--- src/rtl/prog_seq.sv ---
// -----------------------------------------------------------------------------
// prog_seq -- program-memory sequencer
//
// Owns the mode/address/write-data pins of a 32-byte program memory
// (byte-addressed, 32-bit words stored little-endian, combinational write while
// mem_p=1, combinational read while mem_p=0). It has two jobs:
//   * load: accept a program word-by-word from a host stream and write it
//     to consecutive word addresses starting at 0;
//   * fetch: read instructions back and present them to the CPU front end.
//
// Handshake semantics (host load port and CPU fetch port alike): a transfer
// happens on a rising clk edge where valid && ready are both 1. The producer
// holds valid and its data stable until that edge; ready may change freely.
//
// Optional feature: define PROG_SEQ_CHECKSUM_EN to add an XOR checksum of the
// loaded words (ld_csum) and a comparison flag against exp_csum (csum_ok).
//
// Ports:
//   clk, rst_n       rising-edge clock, synchronous active-low reset
//   load_req         pulse: start a program load (honoured only in IDLE)
//   run_req          pulse: start fetching at address 0 (IDLE, after a load)
//   halt_req         pulse: abandon fetching, drop the in-flight instruction
//   ld_valid/ld_ready/ld_data/ld_last   host word stream
//   mem_p/mem_add/mem_inst/mem_prog     program memory pins
//   fetch_valid/fetch_ready/fetch_inst/fetch_pc   instruction port to the CPU
//   jmp_valid/jmp_addr  redirect target, sampled on a fetch handshake
//   loaded           a complete load has finished since reset
//   busy             sequencer is not IDLE
//   ld_csum, exp_csum, csum_ok   (PROG_SEQ_CHECKSUM_EN only)
// -----------------------------------------------------------------------------
module prog_seq #(
    parameter int ADDR_W = 5,
    parameter int DATA_W = 32,
    parameter int NWORDS = 8
) (
    input  logic              clk,
    input  logic              rst_n,
    input  logic              load_req,
    input  logic              run_req,
    input  logic              halt_req,
    input  logic              ld_valid,
    output logic              ld_ready,
    input  logic [DATA_W-1:0] ld_data,
    input  logic              ld_last,
    output logic              mem_p,
    output logic [ADDR_W-1:0] mem_add,
    output logic [DATA_W-1:0] mem_inst,
    input  logic [DATA_W-1:0] mem_prog,
    output logic              fetch_valid,
    input  logic              fetch_ready,
    output logic [DATA_W-1:0] fetch_inst,
    output logic [ADDR_W-1:0] fetch_pc,
    input  logic              jmp_valid,
    input  logic [ADDR_W-1:0] jmp_addr,
    output logic              loaded,
`ifdef PROG_SEQ_CHECKSUM_EN
    output logic [DATA_W-1:0] ld_csum,
    input  logic [DATA_W-1:0] exp_csum,
    output logic              csum_ok,
`endif
    output logic              busy
);

    // Word step in bytes, address of the final word, and the mask that
    // word-aligns a redirect target.
    localparam logic [ADDR_W-1:0] WORD_STEP = ADDR_W'(4);
    localparam logic [ADDR_W-1:0] LAST_ADDR = ADDR_W'((NWORDS - 1) * 4);
    localparam logic [ADDR_W-1:0] ALIGN_MASK = ~ADDR_W'(3);

    typedef enum logic [2:0] {
        S_IDLE    = 3'd0,
        S_LOAD    = 3'd1,
        S_WRITE   = 3'd2,
        S_FETCH   = 3'd3,
        S_CAPTURE = 3'd4,
        S_VALID   = 3'd5
    } state_t;

    state_t            state_q, state_d;
    logic [ADDR_W-1:0] wptr_q, wptr_d;
    logic [ADDR_W-1:0] pc_q, pc_d;
    logic              last_q, last_d;

    // Next values of the registered outputs.
    logic              mem_p_d;
    logic [ADDR_W-1:0] mem_add_d;
    logic [DATA_W-1:0] mem_inst_d;
    logic              ld_ready_d;
    logic              fetch_valid_d;
    logic [DATA_W-1:0] fetch_inst_d;
    logic [ADDR_W-1:0] fetch_pc_d;
    logic              loaded_d;
    logic              busy_d;

    logic              ld_fire;
    logic              fetch_fire;

    assign ld_fire    = ld_valid && ld_ready;
    assign fetch_fire = fetch_valid && fetch_ready;

    // -------------------------------------------------------------------------
    // Next-state and next-output logic
    // -------------------------------------------------------------------------
    always_comb begin
        state_d       = state_q;
        wptr_d        = wptr_q;
        pc_d          = pc_q;
        last_d        = last_q;
        mem_p_d       = 1'b0;
        mem_add_d     = mem_add;
        mem_inst_d    = mem_inst;
        ld_ready_d    = 1'b0;
        fetch_valid_d = fetch_valid;
        fetch_inst_d  = fetch_inst;
        fetch_pc_d    = fetch_pc;
        loaded_d      = loaded;

        case (state_q)
            S_IDLE: begin
                if (load_req) begin
                    state_d    = S_LOAD;
                    wptr_d     = '0;
                    loaded_d   = 1'b0;
                    ld_ready_d = 1'b1;
                end else if (run_req && loaded) begin
                    state_d   = S_FETCH;
                    pc_d      = '0;
                    mem_add_d = '0;
                end
            end

            S_LOAD: begin
                ld_ready_d = 1'b1;
                if (ld_fire) begin
                    // Address and data are registered on the same edge that
                    // raises mem_p, so both are stable for the whole write.
                    state_d    = S_WRITE;
                    mem_inst_d = ld_data;
                    mem_add_d  = wptr_q;
                    mem_p_d    = 1'b1;
                    ld_ready_d = 1'b0;
                    // The top word always ends the load so wptr never wraps.
                    last_d     = ld_last || (wptr_q == LAST_ADDR);
                end
            end

            S_WRITE: begin
                wptr_d = wptr_q + WORD_STEP;
                if (last_q) begin
                    state_d  = S_IDLE;
                    loaded_d = 1'b1;
                end else begin
                    state_d    = S_LOAD;
                    ld_ready_d = 1'b1;
                end
            end

            S_FETCH: begin
                // mem_add already equals pc; give the read one full cycle.
                if (halt_req) begin
                    state_d = S_IDLE;
                end else begin
                    state_d = S_CAPTURE;
                end
            end

            S_CAPTURE: begin
                if (halt_req) begin
                    state_d = S_IDLE;
                end else begin
                    state_d       = S_VALID;
                    fetch_inst_d  = mem_prog;
                    fetch_pc_d    = pc_q;
                    fetch_valid_d = 1'b1;
                end
            end

            S_VALID: begin
                // halt outranks a same-cycle handshake: the word is dropped
                // and pc stays put.
                if (halt_req) begin
                    state_d       = S_IDLE;
                    fetch_valid_d = 1'b0;
                end else if (fetch_fire) begin
                    state_d       = S_FETCH;
                    fetch_valid_d = 1'b0;
                    pc_d          = jmp_valid ? (jmp_addr & ALIGN_MASK)
                                              : (pc_q + WORD_STEP);
                    mem_add_d     = pc_d;
                end
            end

            default: begin
                state_d       = S_IDLE;
                fetch_valid_d = 1'b0;
            end
        endcase

        busy_d = (state_d != S_IDLE);
    end

    // -------------------------------------------------------------------------
    // State and output registers
    // -------------------------------------------------------------------------
    always_ff @(posedge clk) begin
        if (!rst_n) begin
            state_q     <= S_IDLE;
            wptr_q      <= '0;
            pc_q        <= '0;
            last_q      <= 1'b0;
            mem_p       <= 1'b0;
            mem_add     <= '0;
            mem_inst    <= '0;
            ld_ready    <= 1'b0;
            fetch_valid <= 1'b0;
            fetch_inst  <= '0;
            fetch_pc    <= '0;
            loaded      <= 1'b0;
            busy        <= 1'b0;
        end else begin
            state_q     <= state_d;
            wptr_q      <= wptr_d;
            pc_q        <= pc_d;
            last_q      <= last_d;
            mem_p       <= mem_p_d;
            mem_add     <= mem_add_d;
            mem_inst    <= mem_inst_d;
            ld_ready    <= ld_ready_d;
            fetch_valid <= fetch_valid_d;
            fetch_inst  <= fetch_inst_d;
            fetch_pc    <= fetch_pc_d;
            loaded      <= loaded_d;
            busy        <= busy_d;
        end
    end

`ifdef PROG_SEQ_CHECKSUM_EN
    // -------------------------------------------------------------------------
    // XOR checksum of the words accepted during the current load
    // -------------------------------------------------------------------------
    always_ff @(posedge clk) begin
        if (!rst_n) begin
            ld_csum <= '0;
            csum_ok <= 1'b0;
        end else begin
            if (state_q == S_IDLE && load_req) begin
                ld_csum <= '0;
            end else if (state_q == S_LOAD && ld_fire) begin
                ld_csum <= ld_csum ^ ld_data;
            end
            csum_ok <= loaded && (ld_csum == exp_csum);
        end
    end
`endif

endmodule

--- config.mk ---
export PLATFORM = sky130hd
export DESIGN_NAME = prog_seq
export DESIGN_NICKNAME = d
export VERILOG_FILES = /design/src/rtl/prog_seq.sv
export SDC_FILE = /design/constraint.sdc
export NUM_CORES = 1
export LEC_CHECK = 0
export ABC_AREA = 1
export CAP_MARGIN = 40
export CORE_ASPECT_RATIO = 1.75
export CORE_MARGIN = 4
export CORE_UTILIZATION = 45
export CTS_CLUSTER_DIAMETER = 30
export DETAILED_ROUTE_END_ITERATION = 7
export PLACE_DENSITY = 0.92
export SLEW_MARGIN = 15
export SYNTH_ARGS = -nofsm -noshare
export SYNTH_HDL_FRONTEND = slang
export SYNTH_SLANG_ARGS = --single-unit
--- constraint.sdc ---
create_clock -name clk -period 3.4 [get_ports clk]
set_clock_uncertainty 0.05 [all_clocks]
set_input_delay 1.02 -clock clk [delete_from_list [all_inputs] [get_ports clk]]
set_output_delay 1.02 -clock clk [all_outputs]
set_load 0.02 [all_outputs]
==> metrics.log <==
[metrics] status: completed
[metrics] crit path cell chain: clkdlybuf4s50_1
[metrics] count of endpoints failing hold in the final timing report: 0
[metrics] global-route wire length before repair: approximately 16,000 um
[metrics] Core Rows: 43
[metrics] top post-synthesis cells by area: sky130_fd_sc_hd__dfxtp_1 (50%), sky130_fd_sc_hd__nand3_1 (12%), sky130_fd_sc_hd__nand2_1 (12%)
[metrics] CP endpoint kind: output pin
[metrics] critical setup path kind: reg2out
[metrics] Post-Synthesis Cells: 480
[metrics] clock slew at reported path FFs: ~60 ps
[metrics] Vias/cell: approximately 5.2
[metrics] Power Dens Cells: between 400 and 500 mW/mm^2
[metrics] Slew Viols, Final: 0
[metrics] Yosys warning count: 0
[metrics] synthesis-to-finish area growth: 51.5%
[metrics] R2R setup slack: approximately 1500 ps
[metrics] startpoint of the most critical register-to-register path: state_q[0]$_SDFF_PN0_
[metrics] maximum number of pins on one net before global-route repair: 44
[metrics] maximum number of buffers from clock root to sink: 2
[metrics] Vias: roughly 3,700
[metrics] die extent in x: 75.8 um
[metrics] top-area cell type share of the netlist area: about half
[metrics] Detailed Route WL: between 10,000 and 15,000 um
[metrics] count of cells along the worst register-to-register path: 6
[metrics] boundary pin count: approximately 160
[metrics] top cell type by total area after synthesis: sky130_fd_sc_hd__dfxtp_1
[metrics] Worst Path Max Fanout: 3
[metrics] number of buffers inserted by hold repair at cts: 0
[metrics] Initial DRC Count: 194
[metrics] number of setup violations in the final report: 0
[metrics] Total Nets Final: a little over 700
[metrics] overflow left after global routing: 0
[metrics] Stages on worst setup path: 1
[metrics] hold path startpoint: fetch_pc[2]$_SDFFE_PN0P_
[metrics] hold-critical path endpoint: fetch_pc[2]$_SDFFE_PN0P_
[metrics] number of buffer and inverter stages on the critical path: 1
[metrics] worst-skew pair later-pin latency: around 330 ps
[metrics] H-tree levels: 3
[metrics] post-synth cell types: 25
[metrics] global placement routability congestion: between 0.8 and 0.9
[metrics] hold path cells: 2
[metrics] fraction of final layout cells with drive strength greater than 1: around 5.6%
[metrics] core region area: ~0.0079 sq mm
[metrics] clock buffers created by TritonCTS: 9
[metrics] Util after Layout: slightly below 70%
[metrics] Wirelength per Cell: approximately 15 um
[metrics] remaining antenna violation count: 0
[metrics] post-CTS resize count: 0
[metrics] Max transition margin: roughly 48%
[metrics] number of antenna violations at the first check in global routing: 0
[metrics] register bit total from synthesis: 91
[metrics] first drt pass iteration count: 4
[metrics] drc violations: 0
[metrics] required arrival time at the worst endpoint: 2330 ps
[metrics] CTS tree: done
[metrics] setup slack at placement: between 700 and 800 ps
[metrics] root buffer selected by CTS: sky130_fd_sc_hd__clkbuf_16
[metrics] area of the die: 0.00960 sq mm
[metrics] class of the most critical hold timing path: reg2reg
[metrics] IO Port Bufs: approximately 150
[metrics] synthesized cell area: 0.00362 sq mm
[metrics] Post-synth ARST share: 0%
[metrics] Worst Setup Start Kind: flop
[metrics] number of buffers added for setup after CTS: 0
[metrics] initial core utilization: between 40% and 50%
[metrics] vias in the first global route: approximately 3,700
[metrics] syn avg cell area: about 7.5 sq um
[metrics] antenna diode instance count: 0
[metrics] Hold Worst Slack: between 400 and 500 ps
[metrics] combined global-route utilization of all metal layers: 22.1%
[metrics] cell type group with the largest total delay on the critical path: buffers and inverters
[metrics] number of flops mapped to enable cells by yosys: 0
[metrics] setup repair after global routing missed its margin: false
[metrics] cell leakage power: 0.00203 uW
[metrics] highest cell delay on the worst timing path: roughly 640 ps
[metrics] hpwl dp: roughly 7700 um
[metrics] r2r endpoint: busy$_SDFF_PN0_
[metrics] Total Negative Setup Slacks: 0 ps
[metrics] fraction of the yosys area taken by sequential cells: 50.3%
[metrics] slowest library cell on the worst path: sky130_fd_sc_hd__clkdlybuf4s50_1
[metrics] post-layout minimum cycle time: roughly 2400 ps
[metrics] max capacitance violation total: 0
[metrics] Sink Count: 91
[metrics] top flip-flop cell by instance count after synthesis: sky130_fd_sc_hd__dfxtp_1
[metrics] actual transition at the worst max-transition pin: 782 ps
[metrics] worst setup margin: 997 ps
[metrics] arrival time of the worst setup path: about 1300 ps
[metrics] final worst path period share: about 70%
[metrics] chip height: approximately 130 um
[metrics] Net Count, Synth: 562
[metrics] largest vdd supply drop: about 0.37 mV
[metrics] upper clock frequency limit: between 400 and 500 MHz
-- cell families after synthesis --
group / Yosys count / synth area share (%)
simple gates: 246 / 30.0
flops: 91 / 50.3
compound gates: 81 / 11.4
buf+inv: 58 / 6.85
fa+ha+maj: 4 / 1.38
-- sequential cells by signal, indices dropped and copies added (netlist names) --
name	cells
fetch_valid	1
wptr_q	3
busy	1
state_q	3
mem_add	5
loaded	1
fetch_inst	32
mem_inst	32
ld_ready	1
pc_q	5
mem_p	1
fetch_pc	5
last_q	1
-- worst max-delay path by stage --
| stage | startpoint | endpoint | slack (ps) |
|---|---|---|---|
| floorplan | ld_valid | busy$_SDFF_PN0_ | 1450 |
| global placement | halt_req | fetch_inst[19]$_SDFFE_PN0P_ | 840 |
| detailed placement | halt_req | fetch_inst[28]$_SDFFE_PN0P_ | 730 |
| CTS | fetch_pc[0]$_SDFFE_PN0P_ | fetch_pc[0] | 980 |
| global route | halt_req | fetch_inst[18]$_SDFFE_PN0P_ | 950 |
| finish | loaded$_SDFFE_PN0P_ | loaded | 1000 |
-- stage by stage --
step                      power, uW  instances  area (sq um)
after global placement         1370        701          5190
after global routing           2410        717          5480
final                          2320        717          5480
after detailed placement       1380        701          5190
after CTS                      2340        717          5480
after floorplan                1230        480          3620
-- worst reg2reg max path, stage by stage, from the launching register on --
cell                      delay, ps
sky130_fd_sc_hd__dfxtp_1        570
sky130_fd_sc_hd__inv_1          180
sky130_fd_sc_hd__nor2_4         650
sky130_fd_sc_hd__nand2_1        170
sky130_fd_sc_hd__nand2_1        100
sky130_fd_sc_hd__o21ai_1         90
sky130_fd_sc_hd__nand2_1         80
-- power by group --
group / switching, uW / internal (uW)
logic: 127 / 130
clock network: 377 / 589
registers: 14.1 / 1080
-- final cells by class --
cell class,count,area (sq um)
clock buffer,14,254
clock inverter,2,35.0
fill,638,2430
inverter,27,101
multi-input combinational,331,1560
sequential,91,1820
tap,90,113
timing repair buffer,162,1600
-- per-layer routing --
| metal | GRT usage [%] | wire [um] | up-vias |
|---|---|---|---|
| li1 | - | - | 1856 |
| met1 | 22.2 | 3610 | 1732 |
| met2 | 39.9 | 5860 | 131 |
| met3 | 6.19 | 766 | 22 |
| met4 | 9.99 | 312 | 0 |
| met5 | 0 | 0 | - |
-- cells in the final DEF, fill, tap and decap left out, types with 2 or more instances in the layout --
master	instances
sky130_fd_sc_hd__nand2_1	113
sky130_fd_sc_hd__ha_1	4
sky130_fd_sc_hd__or2_2	3
sky130_fd_sc_hd__clkinv_1	2
sky130_fd_sc_hd__clkbuf_1	4
sky130_fd_sc_hd__inv_2	5
sky130_fd_sc_hd__o21ai_0	3
sky130_fd_sc_hd__nand3_1	86
sky130_fd_sc_hd__nor2_1	34
sky130_fd_sc_hd__a21oi_1	75
sky130_fd_sc_hd__clkdlybuf4s50_1	154
sky130_fd_sc_hd__buf_4	8
sky130_fd_sc_hd__dfxtp_1	91
sky130_fd_sc_hd__inv_1	20
sky130_fd_sc_hd__nor2_4	2
sky130_fd_sc_hd__nand3_2	3
sky130_fd_sc_hd__clkbuf_16	9
-- synthesized netlist by cell type, types with 4 or more instances --
library cell and instances:
sky130_fd_sc_hd__inv_2 5, sky130_fd_sc_hd__a21oi_1 75, sky130_fd_sc_hd__dfxtp_1 91, sky130_fd_sc_hd__buf_4 5
sky130_fd_sc_hd__nor2_1 34, sky130_fd_sc_hd__nand3_1 86, sky130_fd_sc_hd__buf_2 9, sky130_fd_sc_hd__inv_1 20
sky130_fd_sc_hd__nand2_1 113, sky130_fd_sc_hd__ha_1 4, sky130_fd_sc_hd__clkbuf_1 15
No activity file was read; power rests on OpenSTA's default activity.
